**config.mk**
```make
export PLATFORM = sky130hd
export DESIGN_NAME = rom_burst_reader_sv
export DESIGN_NICKNAME = d
export VERILOG_FILES = /design/src/rtl/rom_burst_reader_sv.sv
export SDC_FILE = /design/constraint.sdc
export NUM_CORES = 1
export LEC_CHECK = 0
export CAP_MARGIN = 15
export CORE_MARGIN = 1.5
export CORE_UTILIZATION = 45
export DETAILED_ROUTE_END_ITERATION = 6
export HOLD_SLACK_MARGIN = 0.1
export PLACE_DENSITY = 0.73
export SETUP_SLACK_MARGIN = 0.15
export SKIP_LAST_GASP = 1
export SYNTH_ARGS = -nofsm -noshare
export SYNTH_HDL_FRONTEND = slang
export SYNTH_SLANG_ARGS = --single-unit
```
**constraint.sdc**
```tcl
create_clock -name clk -period 5.1 [get_ports clk]
set_clock_uncertainty 0.1 [all_clocks]
set_input_delay 1.275 -clock clk [delete_from_list [all_inputs] [get_ports clk]]
set_output_delay 1.275 -clock clk [all_outputs]
set_load 0.05 [all_outputs]
```
**src/rtl/rom_burst_reader_sv.sv**
```systemverilog
// Burst sequencer for a 1-cycle-latency synchronous ROM, streaming words over valid/ready.
// Optional stall counter output stall_cnt_o is enabled by defining ROM_READER_STALL_CNT_EN.
module rom_burst_reader_sv #(
    parameter int DATA_WIDTH = 8,
    parameter int ADDR_WIDTH = 4,
    parameter int LEN_WIDTH  = ADDR_WIDTH + 1
) (
    input  logic                  clk,
    input  logic                  rst_n,
    input  logic                  start_i,
    input  logic [ADDR_WIDTH-1:0] base_addr_i,
    input  logic [LEN_WIDTH-1:0]  length_i,
    output logic                  busy_o,
    output logic                  done_o,
    output logic [ADDR_WIDTH-1:0] rom_addr_o,
    input  logic [DATA_WIDTH-1:0] rom_data_i,
    output logic [DATA_WIDTH-1:0] data_o,
    output logic                  valid_o,
    input  logic                  ready_i,
    output logic                  last_o
`ifdef ROM_READER_STALL_CNT_EN
    ,
    output logic [15:0]           stall_cnt_o
`endif
);

    typedef enum logic [1:0] {IDLE, READ, DONE} state_e;

    state_e                state_q, state_d;
    logic [ADDR_WIDTH-1:0] romAddr_q, romAddr_d;
    logic [LEN_WIDTH-1:0]  issueCnt_q, issueCnt_d;
    logic [LEN_WIDTH-1:0]  beatCnt_q, beatCnt_d;
    logic                  inflight_q, inflight_d;
    logic                  busy_q, busy_d;
    logic [DATA_WIDTH-1:0] head_q, head_d, tail_q, tail_d;
    logic                  headLast_q, headLast_d, tailLast_q, tailLast_d;
    logic [1:0]            occ_q, occ_d;

    logic       pop;
    logic       push;
    logic       pushLast;
    logic       issue;
    logic [2:0] pending;

    assign valid_o    = (occ_q != 2'd0);
    assign data_o     = head_q;
    assign last_o     = valid_o & headLast_q;
    assign busy_o     = busy_q;
    assign done_o     = (state_q == DONE);
    assign rom_addr_o = romAddr_q;

    assign pop  = valid_o & ready_i;
    assign push = inflight_q;
    // The final word is the capture that happens once every read has been issued.
    assign pushLast = inflight_q && (issueCnt_q == '0);
    assign pending  = {1'b0, occ_q} + {2'b00, inflight_q} - {2'b00, pop};
    assign issue    = (state_q == READ) && (issueCnt_q != '0) && (pending < 3'd2);

    always_comb begin
        state_d    = state_q;
        romAddr_d  = romAddr_q;
        issueCnt_d = issueCnt_q;
        beatCnt_d  = beatCnt_q;
        busy_d     = busy_q;
        inflight_d = issue;
        case (state_q)
            IDLE: begin
                if (start_i) begin
                    romAddr_d  = base_addr_i;
                    issueCnt_d = length_i;
                    beatCnt_d  = length_i;
                    busy_d     = 1'b1;
                    state_d    = (length_i != '0) ? READ : DONE;
                end
            end
            READ: begin
                if (issue) begin
                    romAddr_d  = romAddr_q + ADDR_WIDTH'(1);
                    issueCnt_d = issueCnt_q - LEN_WIDTH'(1);
                end
                if (pop) begin
                    beatCnt_d = beatCnt_q - LEN_WIDTH'(1);
                end
                if (pop && last_o) begin
                    state_d = DONE;
                    busy_d  = 1'b0;
                end
            end
            DONE: begin
                busy_d  = 1'b0;
                state_d = IDLE;
            end
            default: state_d = IDLE;
        endcase
    end

    // Two-entry FIFO: head drives the outputs and only changes on a pop or when empty.
    always_comb begin
        head_d     = head_q;
        headLast_d = headLast_q;
        tail_d     = tail_q;
        tailLast_d = tailLast_q;
        occ_d      = occ_q;
        case ({push, pop})
            2'b10: begin
                if (occ_q == 2'd0) begin
                    head_d     = rom_data_i;
                    headLast_d = pushLast;
                end else begin
                    tail_d     = rom_data_i;
                    tailLast_d = pushLast;
                end
                occ_d = occ_q + 2'd1;
            end
            2'b01: begin
                head_d     = tail_q;
                headLast_d = tailLast_q;
                occ_d      = occ_q - 2'd1;
            end
            2'b11: begin
                if (occ_q == 2'd2) begin
                    head_d     = tail_q;
                    headLast_d = tailLast_q;
                    tail_d     = rom_data_i;
                    tailLast_d = pushLast;
                end else begin
                    head_d     = rom_data_i;
                    headLast_d = pushLast;
                end
            end
            default: ;
        endcase
    end

    always_ff @(posedge clk or negedge rst_n) begin
        if (!rst_n) begin
            state_q    <= IDLE;
            romAddr_q  <= '0;
            issueCnt_q <= '0;
            beatCnt_q  <= '0;
            inflight_q <= 1'b0;
            busy_q     <= 1'b0;
            head_q     <= '0;
            headLast_q <= 1'b0;
            tail_q     <= '0;
            tailLast_q <= 1'b0;
            occ_q      <= 2'd0;
        end else begin
            state_q    <= state_d;
            romAddr_q  <= romAddr_d;
            issueCnt_q <= issueCnt_d;
            beatCnt_q  <= beatCnt_d;
            inflight_q <= inflight_d;
            busy_q     <= busy_d;
            head_q     <= head_d;
            headLast_q <= headLast_d;
            tail_q     <= tail_d;
            tailLast_q <= tailLast_d;
            occ_q      <= occ_d;
        end
    end

`ifdef ROM_READER_STALL_CNT_EN
    logic [15:0] stallCnt_q;

    // Saturating count of stalled output cycles, restarted by each accepted command.
    always_ff @(posedge clk or negedge rst_n) begin
        if (!rst_n) begin
            stallCnt_q <= 16'h0000;
        end else if ((state_q == IDLE) && start_i) begin
            stallCnt_q <= 16'h0000;
        end else if (valid_o && !ready_i && (stallCnt_q != 16'hFFFF)) begin
            stallCnt_q <= stallCnt_q + 16'h0001;
        end
    end

    assign stall_cnt_o = stallCnt_q;
`endif

endmodule

```
## Yosys cells after proc, flatten, opt, wreduce, memory -nomap -nowiden

Cells that the tools add are included.

| cells by class | value |
|---|---|
| multiplexer cells | 26 |
| eq/ne operators | 12 |
| $lt $le $gt $ge | 1 |
| add/subtract/negate cells | 6 |
| reduce and logical (&&, ||, !) cells | 20 |
| bitwise gates (word level) | 2 |

Operators with widths:

| operator | number |
|---|---|
| 8-bit 2-to-1 mux | 4 |
| 8-bit case mux with 3 select lines | 1 |
| 8-bit case mux with 2 select lines | 1 |
| 5-bit 2-to-1 mux | 2 |
| 2-bit != test (second input constant) | 5 |
| 5-bit case mux with 2 select lines | 1 |
| 5-bit nonzero test | 2 |
| 3-bit AND reduction | 3 |
| 2-bit == test (second input constant) | 4 |
| 4-bit 2-to-1 mux | 2 |
| 2-bit case mux with 2 select lines | 2 |
| 4-bit case mux with 2 select lines | 1 |
| 2-bit nonzero test | 4 |
| 1-bit 2-to-1 mux | 6 |
| 2-bit 2-to-1 mux | 3 |
| 1-bit case mux with 3 select lines | 2 |
| 3-bit nonzero test | 2 |
| 5-bit zero test | 1 |
| 5-bit by 1-bit subtractor with 5-bit output (second input constant) | 1 |
| 4-bit by 1-bit adder with 4-bit output (second input constant) | 1 |
| 2-bit by 1-bit == test with 1-bit output (second input constant) | 2 |
| 1-bit logical AND | 4 |
| 2-bit zero test | 2 |
| 2-bit AND reduction | 2 |
| 8 further kinds | 9 |

| storage, ports and cells | value |
|---|---|
| output and inout port bits | 16 |
| register bits | 33 |

## Logic depth before layout (Yosys ltp)

Gate-level depths: netlist of the first run.

| depth | value |
|---|---|
| word-level depth | 7 |
| mapped depth | 10 |

## Worst setup path after synthesis of the first run

OpenSTA, ideal clock, no wires.

| timing path | value |
|---|---|
| path kind | input port to flip-flop |
| start point | input ready_i |
| end point | register issueCnt_q[2] |
| required time | 4.875 ns |
| library setup time | 0.125 ns |
| cell stages on the path | 10 |
| path buffers | 1 |
| arrival time | 3.200 ns |
| path slack | 1.675 ns |
| path through | inv_2 -> nor3b_1 -> a21oi_1 -> nand2b_1 -> fa_1 -> nand2_1 -> nor3_1 -> a22o_1 -> buf_6 -> mux2_4 |

| on the way | value |
|---|---|
| longest elaborated chain between the ends | 6 |

Ends and longest elaborated chain:

| item | line | source |
|---|---|---|
| start, declared | 19 | `input logic ready_i,` |
| 1-bit bitwise AND | 52 | `assign pop = valid_o & ready_i;` |
| 3-bit by 1-bit subtractor with 3-bit output | 56 | `assign pending = {1'b0, occ_q} + {2'b00, inflight_q} - {2'b00, pop};` |
| 3-bit by 2-bit less-than comparator with 1-bit output | 57 | `assign issue = (state_q == READ) && (issueCnt_q != '0) && (pending < 3'd2);` |
| 1-bit logical AND | 57 |  |
| via inflight_d | 33 | `logic inflight_q, inflight_d;` |
| 2-bit != test (no line) | - |  |
| 3-bit AND reduction (no line) | - |  |
| end signal, assigned | 151 | `issueCnt_q <= issueCnt_d;` |
| end, declared | 31 | `logic [LEN_WIDTH-1:0] issueCnt_q, issueCnt_d;` |

The timed path passes the listed nets, and every way through them passes these cells.
A chain may end at the register's enable or synchronous reset.

## Worst setup path after layout of the first run

| timing path | value |
|---|---|
| start point | input ready_i |
| end point | register romAddr_q[1] (netlist: rom_addr_o[1]) |

| on the way | value |
|---|---|
| longest elaborated chain between the ends | 6 |

Ends and longest elaborated chain:

| item | line | source |
|---|---|---|
| 1-bit bitwise AND | 52 |  |
| 3-bit by 1-bit subtractor with 3-bit output | 56 |  |
| 3-bit by 2-bit less-than comparator with 1-bit output | 57 |  |
| 1-bit logical AND | 57 |  |
| via inflight_d | 33 |  |
| 2-bit != test (no line) | - |  |
| 3-bit AND reduction (no line) | - |  |
| end signal, assigned | 150 | `romAddr_q <= romAddr_d;` |
| end, declared | 30 | `logic [ADDR_WIDTH-1:0] romAddr_q, romAddr_d;` |

The timed path passes the listed nets, and every way through them passes these cells.

==> results.sh, run 1 <==
export IMPL_arrival_ns=4.26
export IMPL_reg2reg_from="occ_q[1]$_DFFE_PN0P_"
export IMPL_max_freq_mhz=238.7
export IMPL_leakage_nw=1.002
export IMPL_reg2reg_depth=8
export IMPL_antennaDiodeCount=0
export IMPL_cp_cell_sequence="clkdlybuf4s50_1 > inv_2 > nor3b_1 > a21oi_1 > nand2b_1 > fa_1 > nand2_1 > nor3_1 > a22o_1 > mux2_4"
export IMPL_die_h_um=65.93
export IMPL_dieWidth_um=65.93
export IMPL_seqPwrFrac_pct=33.0
export IMPL_cpLargestDelayFamily="simple AND/OR/NAND/NOR gates"
export IMPL_synth_top_area_share_pct=46.35
export IMPL_ir_worst_vdd_mv=0.3964
export IMPL_initial_core_util_pct=47.59
export IMPL_min_path_type="reg -> reg"
export IMPL_relSlewSlack_pct=51.28
export IMPL_numClockSinks=33
export IMPL_syn_area_mm2=0.001782
export IMPL_p_int_uw=818.1
export IMPL_pin_count=37
export IMPL_num_nets_final=232
export IMPL_rsz0062_at_grt="false"
export IMPL_cp_num_buf_inv=2
export IMPL_grt_pass1_vias=1372
export IMPL_grt_max_degree=28
export IMPL_post_cts_setup_buffer_count=0
export IMPL_vias=1280
export IMPL_rows=22
export IMPL_synth_distinct_cells=35
export IMPL_timing_final_crit_share_pct=82.14
export IMPL_startpoint="ready_i"
export IMPL_dieArea_mm2=0.004346
export IMPL_yosysWarnings=0
export IMPL_yosys_cell_count_top_type="dfrtp_1"
export IMPL_path_clk_slew_ns=0.06
export IMPL_slowest_delay_ns=0.57
export IMPL_cts_root_buf="clkbuf_8"
export IMPL_drtAntennaViolNets=0
export IMPL_syn_nets=194
export IMPL_htreeDepth=2
export IMPL_post_route_util_pct=61.00
export IMPL_overflow=0
export IMPL_hold_viol_final=0
export IMPL_endpoint="rom_addr_o[1]$_DFFE_PN0P_"
export IMPL_dp_slack_ns=0.5900
export IMPL_cts_buffer_depth=2
export IMPL_synth_edf_count=0
export IMPL_async_flop_share_pct=100.0
export IMPL_cts_hold_buf=0
export IMPL_crit_type="in -> reg"
export IMPL_cp_end_kind="flop"
export IMPL_routed_wl_um=3464
export IMPL_maxCapViolCount=0
export IMPL_p_clk_share_pct=13.1
export IMPL_wire_per_inst_um=13.75
export IMPL_antenna_found_initial=0
export IMPL_timing_rr_end="rom_addr_o[1]$_DFFE_PN0P_"
export IMPL_power_switching_uw=649.8
export IMPL_drt_first_pass_iters=4
export IMPL_slowest_stage="clkdlybuf4s50_1"
export IMPL_worst_pin_slew_ns=0.7308
export IMPL_yosysTopAreaCell="dfrtp_1"
export IMPL_via_per_inst=5.079
export IMPL_critPathMaxFanout=9
export IMPL_ff2ff_setup_slack_ns=1.98
export IMPL_core_area_mm2=0.003744
export IMPL_netlist_instances=165
export IMPL_fin_setup_tns_ns=0
export IMPL_cts_tree="built"
export IMPL_synth_common_cells="dfrtp_1 (33), nand2_1 (15), mux2i_1 (13)"
export IMPL_min_period_ns=4.189
export IMPL_p_per_area_mw_per_mm2=642.8
export IMPL_setup_viol=0
export IMPL_path_depth=10
export IMPL_cts_resized=0
export IMPL_ys_ff_latch=33
export IMPL_ys_seq_area_share_pct=46.35
export IMPL_drt_iter0_markers=45
export IMPL_final_layout_size_suffix_gt1_share_pct=10.29
export IMPL_switching_share_pct=44.27
export IMPL_start_kind="primary input"
export IMPL_setup_ws_ns=0.9110
export IMPL_track_usage_pct=19.01
export IMPL_avgSynthCellArea_um2=10.80
export IMPL_insertion_delay_ns=0.29
export IMPL_io_buffers=36
export IMPL_synth_flop_cell="dfrtp_1"
export IMPL_critPathRequiredTime_ns=5.17
export IMPL_status="finished, final reports clean"
export IMPL_netlist_top_cells_area="dfrtp_1 (46%), mux2i_1 (7.3%), mux2_1 (5.7%)"
export IMPL_area_delta_synth_final_pct=28.16
export IMPL_comb_power_share_pct=53.9
export IMPL_gp_congestion=0.7864
export IMPL_drc_errors=0
export IMPL_grt_first_pass_wirelength_um=6168
export IMPL_slew_viol_final=0
export IMPL_cts_made_buffers=5
export IMPL_dp_final_hpwl_um=2541
[per-layer routing]
layer | vias to the layer above | track usage (%) | wire (µm)
met1 | 623 | 23.05 | 1585
li1 | 636 | - | -
met4 | 0 | 10.94 | 88
met5 | - | 0 | 0
met3 | 7 | 4.259 | 102
met2 | 14 | 30.93 | 1688
[layout by cell type (no fill, tap or decap), drive strengths merged, types with 3 or more instances in the layout]
cell type      netlist  routed
nand3                3       3
clkbuf               4       6
a21oi               11      11
nand2b               3       3
xnor2                5       5
ha                   7       7
o21ai               13      13
dfrtp               33      33
mux2                16      16
clkdlybuf4s50        0      36
mux2i               13      13
nor2                 9       9
nand2               15      15
nor3                 4       4
inv                 10      10
[cell type report]
type / count / area (µm²)
fill: 324 / 1460
multi-input combinational: 115 / 882.1
sequential: 33 / 825.8
timing repair buffer: 38 / 395.4
clock buffer: 6 / 72.57
tap: 48 / 60.06
inverter: 10 / 37.54
clock inverter: 2 / 10.01
[tightest hold or removal path, stage by stage (launching register included)]
cell and delay (ns):
dfrtp_1 0.34, nand2_1 0.05, o21ai_1 0.06
[through the flow]
stage	cell area, µm²	hold slack [ns]	instances	power [mW]
6_report	2283	0.3885	252	1.468
5_1_grt	2283	0.4192	252	1.576
4_1_cts	2256	0.3917	251	1.484
3_5_place_dp	2173	0.3761	243	1.286
3_3_place_gp	2173	0.3682	243	1.257
2_1_floorplan	1782	0.3640	165	1.076
[flip-flops by register name, indices dropped and copies added, names as in the netlist]
signal and count:
headLast_q 1, tail_q 8, busy_o 1, data_o 8, state_q 2, occ_q 2
issueCnt_q 5, rom_addr_o 4, tailLast_q 1, inflight_q 1
[how the worst min path moves through the flow]
stage | startpoint | end | slack, ns | depth (start not counted)
after floorplan | tail_q[0]$_DFFE_PN0P_ | tail_q[0]$_DFFE_PN0P_ | 0.36 | 1
after global placement | data_o[1]$_DFFE_PN0P_ | data_o[1]$_DFFE_PN0P_ | 0.37 | 2
after detailed placement | data_o[1]$_DFFE_PN0P_ | data_o[1]$_DFFE_PN0P_ | 0.38 | 2
after CTS | data_o[1]$_DFFE_PN0P_ | data_o[1]$_DFFE_PN0P_ | 0.39 | 2
after global routing | tail_q[0]$_DFFE_PN0P_ | tail_q[0]$_DFFE_PN0P_ | 0.42 | 1
final | data_o[1]$_DFFE_PN0P_ | data_o[1]$_DFFE_PN0P_ | 0.39 | 2
[power by group through the flow]
stage	logic [mW]	clock network, mW	registers [mW]
after detailed placement	0.797	0	0.489
after CTS	0.800	0.198	0.486
after global placement	0.775	0	0.482
final	0.791	0.192	0.485
after floorplan	0.447	0	0.629
after global routing	0.865	0.208	0.503
[cells by family after synthesis]
| kind of cell | after synthesis | synth area share [%] |
|---|---|---|
| buf+inv | 17 | 4.143 |
| simple gates | 40 | 10.95 |
| fa+ha+maj | 8 | 6.039 |
| compound gates | 31 | 10.39 |
| flops | 33 | 46.35 |
| mux | 29 | 18.68 |
| xor+xnor | 7 | 3.441 |
(Power assumes the default switching activity.)
==> run 2: changes to the inputs <==
==> constraint.sdc (replaced) <==
create_clock -name clk -period 4.1 [get_ports clk]
set_clock_uncertainty 0.1 [all_clocks]
set_input_delay 1.025 -clock clk [delete_from_list [all_inputs] [get_ports clk]]
set_output_delay 1.025 -clock clk [all_outputs]
set_load 0.05 [all_outputs]
==> run 2 against run 1 <==
Against the previous run:
- design area decreased by 0.66%
- via count rose by 2.2%
- utilization down 0.40 points
- flip-flop and latch count unchanged
- count of clock-buffer cells in the layout grew 2
- final cell count up 0.40%
- register-to-register slack worse by 0.73 ns
- total power grew 25%
- sequential power rose by 24%
- wire length decreased by 2.0%
- combinational power rose by 25%
- largest power group unchanged
==> results.sh, run 2 (synthesis gave the netlist of run 1 again) <==
export IMPL_maxCapViolCount=0
export IMPL_cts_tree="built"
export IMPL_setup_viol=0
export IMPL_overflow=0
export IMPL_start_kind="primary input"
export IMPL_via_per_inst=5.170
export IMPL_max_freq_mhz=273.0
export IMPL_stdcell_area_mm2=0.002268
export IMPL_vias=1308
export IMPL_cp_end_kind="flop"
export IMPL_numClockSinks=33
export IMPL_grt_pass1_vias=1321
export IMPL_arrival_ns=3.73
export IMPL_drt_iter0_markers=62
export IMPL_ir_worst_vdd_mv=0.5007
export IMPL_cts_resized=0
export IMPL_gp_congestion=0.7435
export IMPL_cts_root_buf="clkbuf_8"
export IMPL_min_path_type="reg -> reg"
export IMPL_die_h_um=65.93
export IMPL_cts_made_buffers=5
export IMPL_track_usage_pct=18.28
export IMPL_core_area_mm2=0.003744
export IMPL_crit_type="in -> reg"
export IMPL_htreeDepth=2
export IMPL_path_clk_slew_ns=0.06
export IMPL_dp_cells=245
export IMPL_slew_viol_final=0
export IMPL_worst_pin_slew_ns=0.7330
export IMPL_rows=22
export IMPL_relSlewSlack_pct=51.13
export IMPL_power_mw=1.828
export IMPL_p_per_area_mw_per_mm2=805.9
export IMPL_critPathMaxFanout=9
export IMPL_cts_hold_buf=0
export IMPL_fin_setup_tns_ns=0
export IMPL_area_delta_synth_final_pct=27.32
export IMPL_dp_final_hpwl_um=2469
export IMPL_antennaDiodeCount=0
export IMPL_dieWidth_um=65.93
export IMPL_num_nets_final=233
export IMPL_n_fill_cell=325
export IMPL_grt_first_pass_wirelength_um=5954
export IMPL_pin_count=37
export IMPL_hold_slack_ns=0.3898
export IMPL_dieArea_mm2=0.004346
export IMPL_status="finished, final reports clean"
export IMPL_dp_slack_ns=0.1556
export IMPL_drc_errors=0
export IMPL_timing_final_crit_share_pct=89.34
export IMPL_setup_ws_ns=0.4369
export IMPL_drtAntennaViolNets=0
export IMPL_rsz0062_at_grt="false"
export IMPL_cts_buffer_depth=2
export IMPL_drt_first_pass_iters=4
export IMPL_initial_core_util_pct=47.59
export IMPL_antenna_found_initial=0
export IMPL_post_cts_setup_buffer_count=0
export IMPL_final_common_cell="clkdlybuf4s50_1"
export IMPL_wire_per_inst_um=13.42
export IMPL_hold_viol_final=0
export IMPL_insertion_delay_ns=0.29
export IMPL_post_route_util_pct=60.59
export IMPL_grt_max_degree=34
export IMPL_dpl_cell_area_mm2=0.002188
export IMPL_min_period_ns=3.663
export IMPL_io_buffers=36
export IMPL_final_layout_size_suffix_gt1_share_pct=9.756
export IMPL_leakage_nw=0.9942
export IMPL_instances_no_fill=253
export IMPL_routed_wl_um=3395
export IMPL_critPathRequiredTime_ns=4.17
export IMPL_final_cell_mix="clkdlybuf4s50_1 (36), dfrtp_1 (33), nand2_1 (15)"
run 2: metal layers:
metal	vias up	global-route usage, %	part of all wire, %	routed length, µm
li1	646	-	-	-
met1	636	22.17	46	1546
met2	22	29.80	49	1676
met4	0	5.990	0.97	33
met5	-	0	0	0
met3	4	6.985	4.1	139
run 2: power by group:
group          total, mW  switching (mW)  internal (mW)
registers          0.602           0.125          0.477
clock network      0.236           0.116          0.121
logic              0.990           0.563          0.427
total               1.83           0.804           1.02
run 2: worst max-delay path, cell delays in order:
cell,delay [ns]
clkdlybuf4s50_1,0.57
inv_2,0.07
nor3b_1,0.26
a21oi_1,0.10
nand2b_1,0.18
fa_1,0.50
nand2_1,0.06
nor3_1,0.27
a22o_1,0.18
buf_4,0.20
mux2_4,0.32
run 2: cell type report:
type | instances | area [µm²] | area share, %
sequential | 33 | 825.8 | 36.40
inverter | 10 | 37.54 | 1.655
tap | 48 | 60.06 | 2.648
timing repair buffer | 39 | 382.9 | 16.88
clock buffer | 8 | 80.08 | 3.530
multi-input combinational | 115 | 882.1 | 38.89
run 2: final timing paths:
check                                           start                   endpoint  slack (ns)  cells past startpoint
max in group asynchronous                       rst_n  rom_addr_o[2]$_DFFE_PN0P_        2.56                      2
worst min register to register  data_o[0]$_DFFE_PN0P_      data_o[0]$_DFFE_PN0P_        0.39                      2
worst max-delay path                          ready_i  rom_addr_o[2]$_DFFE_PN0P_        0.44                     11
worst min-delay path            data_o[0]$_DFFE_PN0P_      data_o[0]$_DFFE_PN0P_        0.39                      2
worst max register to register   occ_q[1]$_DFFE_PN0P_  rom_addr_o[2]$_DFFE_PN0P_        1.25                      9
min in group asynchronous                       rst_n      data_o[3]$_DFFE_PN0P_        1.05                      2
